[config.mk]
export PLATFORM = sky130hd
export DESIGN_NAME = control_unit
export DESIGN_NICKNAME = d
export VERILOG_FILES = /design/src/rtl/control_unit.sv
export SDC_FILE = /design/constraint.sdc
export NUM_CORES = 1
export LEC_CHECK = 0
export CORE_ASPECT_RATIO = 1.2
export CORE_MARGIN = 2
export CORE_UTILIZATION = 46
export CTS_CLUSTER_DIAMETER = 120
export DETAILED_ROUTE_END_ITERATION = 16
export MAX_ROUTING_LAYER = met4
export PLACE_DENSITY = 0.9
export SLEW_MARGIN = 30
export SYNTH_ARGS = -nofsm -noshare
export SYNTH_HDL_FRONTEND = slang
export SYNTH_SLANG_ARGS = --single-unit
export TNS_END_PERCENT = 100
[constraint.sdc]
create_clock -name clk -period 2.25 [get_ports clk]
set_clock_uncertainty 0.15 [all_clocks]
set_input_delay 0.45 -clock clk [delete_from_list [all_inputs] [get_ports clk]]
set_output_delay 0.45 -clock clk [all_outputs]
set_load 0.005 [all_outputs]
[src/rtl/control_unit.sv]
// Instruction sequencer for the accumulator datapath: fetches 20-bit words from a
// synchronous program ROM and issues one-cycle control strobes in EXEC.
module control_unit #(
  parameter int unsigned ADDR_W   = 8,
  parameter int unsigned RESET_PC = 0
) (
  input  logic              clk,
  input  logic              rst_n,
  input  logic              start,
  output logic [ADDR_W-1:0] prog_addr,
  input  logic [19:0]       prog_data,
  output logic [15:0]       arg,
  input  logic              is_zero,
  output logic              ctl_arg,
  output logic              ctl_nad,
  output logic              ctl_shl,
  output logic              ctl_shr,
  output logic              ctl_read,
  output logic              ctl_write,
  output logic              ctl_acc,
  output logic              busy,
  output logic              halted,
  output logic              illegal
);

  localparam logic [ADDR_W-1:0] PC_INIT = ADDR_W'(RESET_PC);

  typedef enum logic [2:0] {IDLE, FETCH, LOAD, EXEC, HALTED} state_t;

  typedef enum logic [3:0] {
    OP_NOP = 4'h0, OP_LDI = 4'h1, OP_LD  = 4'h2, OP_ST  = 4'h3,
    OP_NAD = 4'h4, OP_SHL = 4'h5, OP_SHR = 4'h6, OP_JMP = 4'h7,
    OP_JZ  = 4'h8, OP_JNZ = 4'h9, OP_HLT = 4'hF
  } opcode_t;

  typedef struct packed {
    logic arg;
    logic nad;
    logic shl;
    logic shr;
    logic rd;
    logic wr;
    logic acc;
  } strobe_t;

  state_t            state, state_nx;
  logic [ADDR_W-1:0] pc, pc_nx;
  logic [3:0]        op_q;
  logic              zflag;
  logic              op_illegal;
  strobe_t           strb_d, strb_q;

  assign op_illegal = (op_q >= 4'hA) && (op_q <= 4'hE);

  // Decode straight from ROM data; only registered in LOAD so strobes live in EXEC alone.
  always_comb begin
    strb_d = '0;
    case (prog_data[19:16])
      OP_LDI: begin strb_d.arg = 1'b1; strb_d.acc = 1'b1; end
      OP_LD:  begin strb_d.rd  = 1'b1; strb_d.acc = 1'b1; end
      OP_ST:  strb_d.wr = 1'b1;
      OP_NAD: begin strb_d.nad = 1'b1; strb_d.rd = 1'b1; strb_d.acc = 1'b1; end
      OP_SHL: begin strb_d.shl = 1'b1; strb_d.acc = 1'b1; end
      OP_SHR: begin strb_d.shr = 1'b1; strb_d.acc = 1'b1; end
      default: strb_d = '0;
    endcase
  end

  always_comb begin
    state_nx = state;
    pc_nx    = pc;
    case (state)
      IDLE, HALTED: begin
        if (start) begin
          state_nx = FETCH;
          pc_nx    = PC_INIT;
        end
      end
      FETCH: state_nx = LOAD;
      LOAD:  state_nx = EXEC;
      EXEC: begin
        state_nx = FETCH;
        pc_nx    = pc + 1'b1;
        case (op_q)
          OP_JMP: pc_nx = arg[ADDR_W-1:0];
          OP_JZ:  if (zflag)  pc_nx = arg[ADDR_W-1:0];
          OP_JNZ: if (!zflag) pc_nx = arg[ADDR_W-1:0];
          OP_HLT: begin state_nx = HALTED; pc_nx = pc; end
          default: begin
            if (op_illegal) begin
              state_nx = HALTED;
              pc_nx    = pc;
            end
          end
        endcase
      end
      default: state_nx = IDLE;
    endcase
  end

  always_ff @(posedge clk or negedge rst_n) begin
    if (!rst_n) begin
      state   <= IDLE;
      pc      <= PC_INIT;
      op_q    <= '0;
      arg     <= '0;
      strb_q  <= '0;
      zflag   <= 1'b0;
      illegal <= 1'b0;
    end else begin
      state  <= state_nx;
      pc     <= pc_nx;
      strb_q <= '0;
      if ((state == IDLE || state == HALTED) && start) begin
        zflag   <= 1'b0;
        illegal <= 1'b0;
      end
      if (state == LOAD) begin
        op_q   <= prog_data[19:16];
        arg    <= prog_data[15:0];
        strb_q <= strb_d;
      end
      if (state == EXEC) begin
        if (strb_q.acc) zflag   <= is_zero;
        if (op_illegal) illegal <= 1'b1;
      end
    end
  end

  assign prog_addr = pc;
  assign ctl_arg   = strb_q.arg;
  assign ctl_nad   = strb_q.nad;
  assign ctl_shl   = strb_q.shl;
  assign ctl_shr   = strb_q.shr;
  assign ctl_read  = strb_q.rd;
  assign ctl_write = strb_q.wr;
  assign ctl_acc   = strb_q.acc;
  assign busy      = (state == FETCH) || (state == LOAD) || (state == EXEC);
  assign halted    = (state == HALTED);

endmodule

==> out/metrics.yaml <==
sta:
  rsz0062_at_grt: "no"
  fmax_mhz: 466
  setup_violations: 0
  post-route-min-period_ns: 2.15
  maxSlewViolCount: 0
  hold_violations: 0
  relSlewSlack_pct: 69.7
  tightest_slew_ns: 0.454
  tns_ns: 0
  fin_crit_sh_pct: 95.4
place:
  port_buffers: 57
  place_congestion: 0.809
  place_inst: 308
  place_hpwl_microns: 3270
  placed_area_sq_um: 2560
route:
  wirelength_microns: 4600
  vias_per_cell: 5.43
  dr.first_iter.drc_count: 95
  routedWlPerCell_microns: 14.5
  first_pass_iters: 4
  drt_drc_violations_left: 0
  vias: 1722
  ant_nets: 0
clocking:
  clkTransAtPathRegs_ns: 0.08
  htree_levels: 2
  clock_path_buffers: 2
  clock_sinks: 40
  clk_latency_ns: 0.29
  cts_tree: "done"
  cts_buffers: 5
  post_cts_buffers: 0
  cts-root-buf: "clkbuf_8"
layout:
  nFillCells: 310
  drive_gt1_share_pct: 9.13
  final_util_pct: 67.6
  stdcell_area_sq_um: 2680
  area_growth_pct: 39.7
  layout.cells.non_filler: 317
  antenna_cells: 0
  nNetsFinal: 287
worst_setup_path:
  cp.buffers_inverters: 2
  end_kind: "output port"
  path_cells: "nor2_1, nand2_1, inv_1, clkdlybuf4s50_1"
  worstPathMaxFanout: 8
  critPathRequiredTime_ns: 1.65
  slowest_delay_ns: 0.49
  cp.arrival_ns: 1.55
  start_kind: "flop"
  cp_top_family: "buffers and inverters"
  critPathKind: "flop to output port"
  slowest_stage: "clkdlybuf4s50_1"
synth:
  syn_area_sq_um: 1920
  synth_top_family_by_area: "simple AND/OR/NAND/NOR gates"
  synth-main-ff-cell: "dfrtp_1"
  synth-compound-area-share_pct: 14.9
  async_flop_share_pct: 100
  synth_mux_area_share_pct: 0
  synth_fp_nets: 225
  synth_warnings: 0
  ys_seq_area_share_pct: 52.1
  yosys.area_share.simple_pct: 28.5
  synth_adder_area_share_pct: 0.651
  synth-xor-area-share_pct: 0.912
  ys_seq_elements: 40
  synthDistinctLibCells: 46
  syn_area_per_cell_sq_um: 9.60
  synth_cells: 200
  synth_top_area_share_pct: 52.1
  synth_edf_count: 0
  yosys.area.top_type: "dfrtp_1"
  synth_area_leaders: "dfrtp_1, nand2_1, nand3_1, nor3_1, a21boi_4"
floorplanning:
  design.die.area_sq_um: 4710
  rows: 25
  die_w_microns: 63.0
  coreArea_sq_um: 3970
  floorplan.initialDensity_pct: 48.3
  ioPinCount: 58
  die_h_microns: 74.8
status:
  status: "finished, final reports clean"
flow_run:
  cap_violations: 0
global_route:
  gr-total-overflow: 0
  grt_pass1_vias: 1648
  grt_max_degree: 41
  grt_usage_pct: 22.0
  grt_first_pass_wirelength_microns: 7690
  antenna_found_initial: 0
pwr:
  peakVddDrop_mv: 0.654
  power.leakage_nw: 1.20
  cellPowerDensity_nw_per_um2: 1240
  power_mw: 3.34
min_path:
  holdCritPathClass: "flop to flop"
## Yosys cell counts, types with 3 or more instances
cell / n
a211o_1: 3
a211oi_1: 3
a221o_1: 3
clkbuf_1: 5
dfrtp_1: 40
nand2_1: 71
nand2b_1: 3
nand3_1: 8
nor2_1: 6
nor3_1: 8
nor4_1: 4
o21ai_0: 3
## power breakdown
| group | leakage, nW | switching (mW) | internal, mW | total, mW |
|---|---|---|---|---|
| sequential | 0.514 | 0.283 | 0.991 | 1.27 |
| combinational | 0.634 | 0.715 | 0.768 | 1.48 |
| clock | 0.0541 | 0.253 | 0.328 | 0.581 |
## final timing paths
check	from	to	slack, ns	depth (start not counted)
max in group asynchronous	rst_n	state[0]	1.25	3
setup reg to reg	state[2]	prog_addr[2]	0.22	4
setup / recovery	state[1]	halted	0.10	4
hold reg to reg	arg[14]	arg[14]	0.33	2
min in group asynchronous	rst_n	ctl_read	0.50	3
hold / removal	arg[14]	arg[14]	0.33	2
## worst reg2reg max path, delay by kind of cell, from the launching register on
family / cells / cell delay [ns]
simple gates: 3 / 1.21
compound gates: 1 / 0.16
flops: 1 / 0.45
## routing by layer
metal	global-route usage [%]	vias up	part of all wire (%)	wire (microns)
met4	12.8	0	2.5	113
met1	26.0	818	41	1910
li1	-	826	-	-
met2	35.0	67	50	2300
met5	-	-	0	0
met3	4.78	11	6.1	280
## stage by stage
stage	setup slack [ns]	hold WS (ns)
after floorplan	0.422	0.00441
after global placement	-0.0522	0.285
after detailed placement	-0.0560	0.291
after CTS	0.0677	0.331
after global routing	0.0288	0.363
final	0.103	0.328
## state kept, by name, summed over array words and instances (netlist names), 3 cells and up
register	count
prog_addr	8
state	3
op_q	4
arg	16
## cell type report
cell class	count	area [sq um]	share of cell area, %
flip-flops and latches	40	1000	37.4
multi-input cells	150	868	32.4
repair buffers	63	626	23.3
clock buffers	5	68.8	2.56
well taps	54	67.6	2.52
clock inverters	3	42.5	1.59
inverters	2	7.51	0.280
## layout by cell type, fill, tap and decap left out, drive strengths merged, types with 3 or more instances in the layout
master,instances
a211o,3
a211oi,4
a221o,3
buf,6
clkbuf,5
clkdlybuf4s50,56
dfrtp,40
nand2,71
nand2b,3
nand3,8
nor2,6
nor3,8
nor3b,3
nor4,4
o21ai,4
## cell families (layout without fill, tap and decap cells)
group | after synthesis | count (layout)
AND/OR/NAND/NOR | 116 | 116
AO/OA/AOI/OAI | 31 | 31
buffers and inverters | 10 | 73
adder cells (fa/ha/maj) | 1 | 1
XOR/XNOR | 2 | 2
flip-flops | 40 | 40
## repair_timing
item / 4_1_cts / 5_1_grt
gates resized for setup: 0 / 2
endpoints found under the setup margin: 0 / 1
hold endpoints to repair: 40 / 0
hold buffers: 1 / 0
No activity file was read; power rests on OpenSTA's default activity.
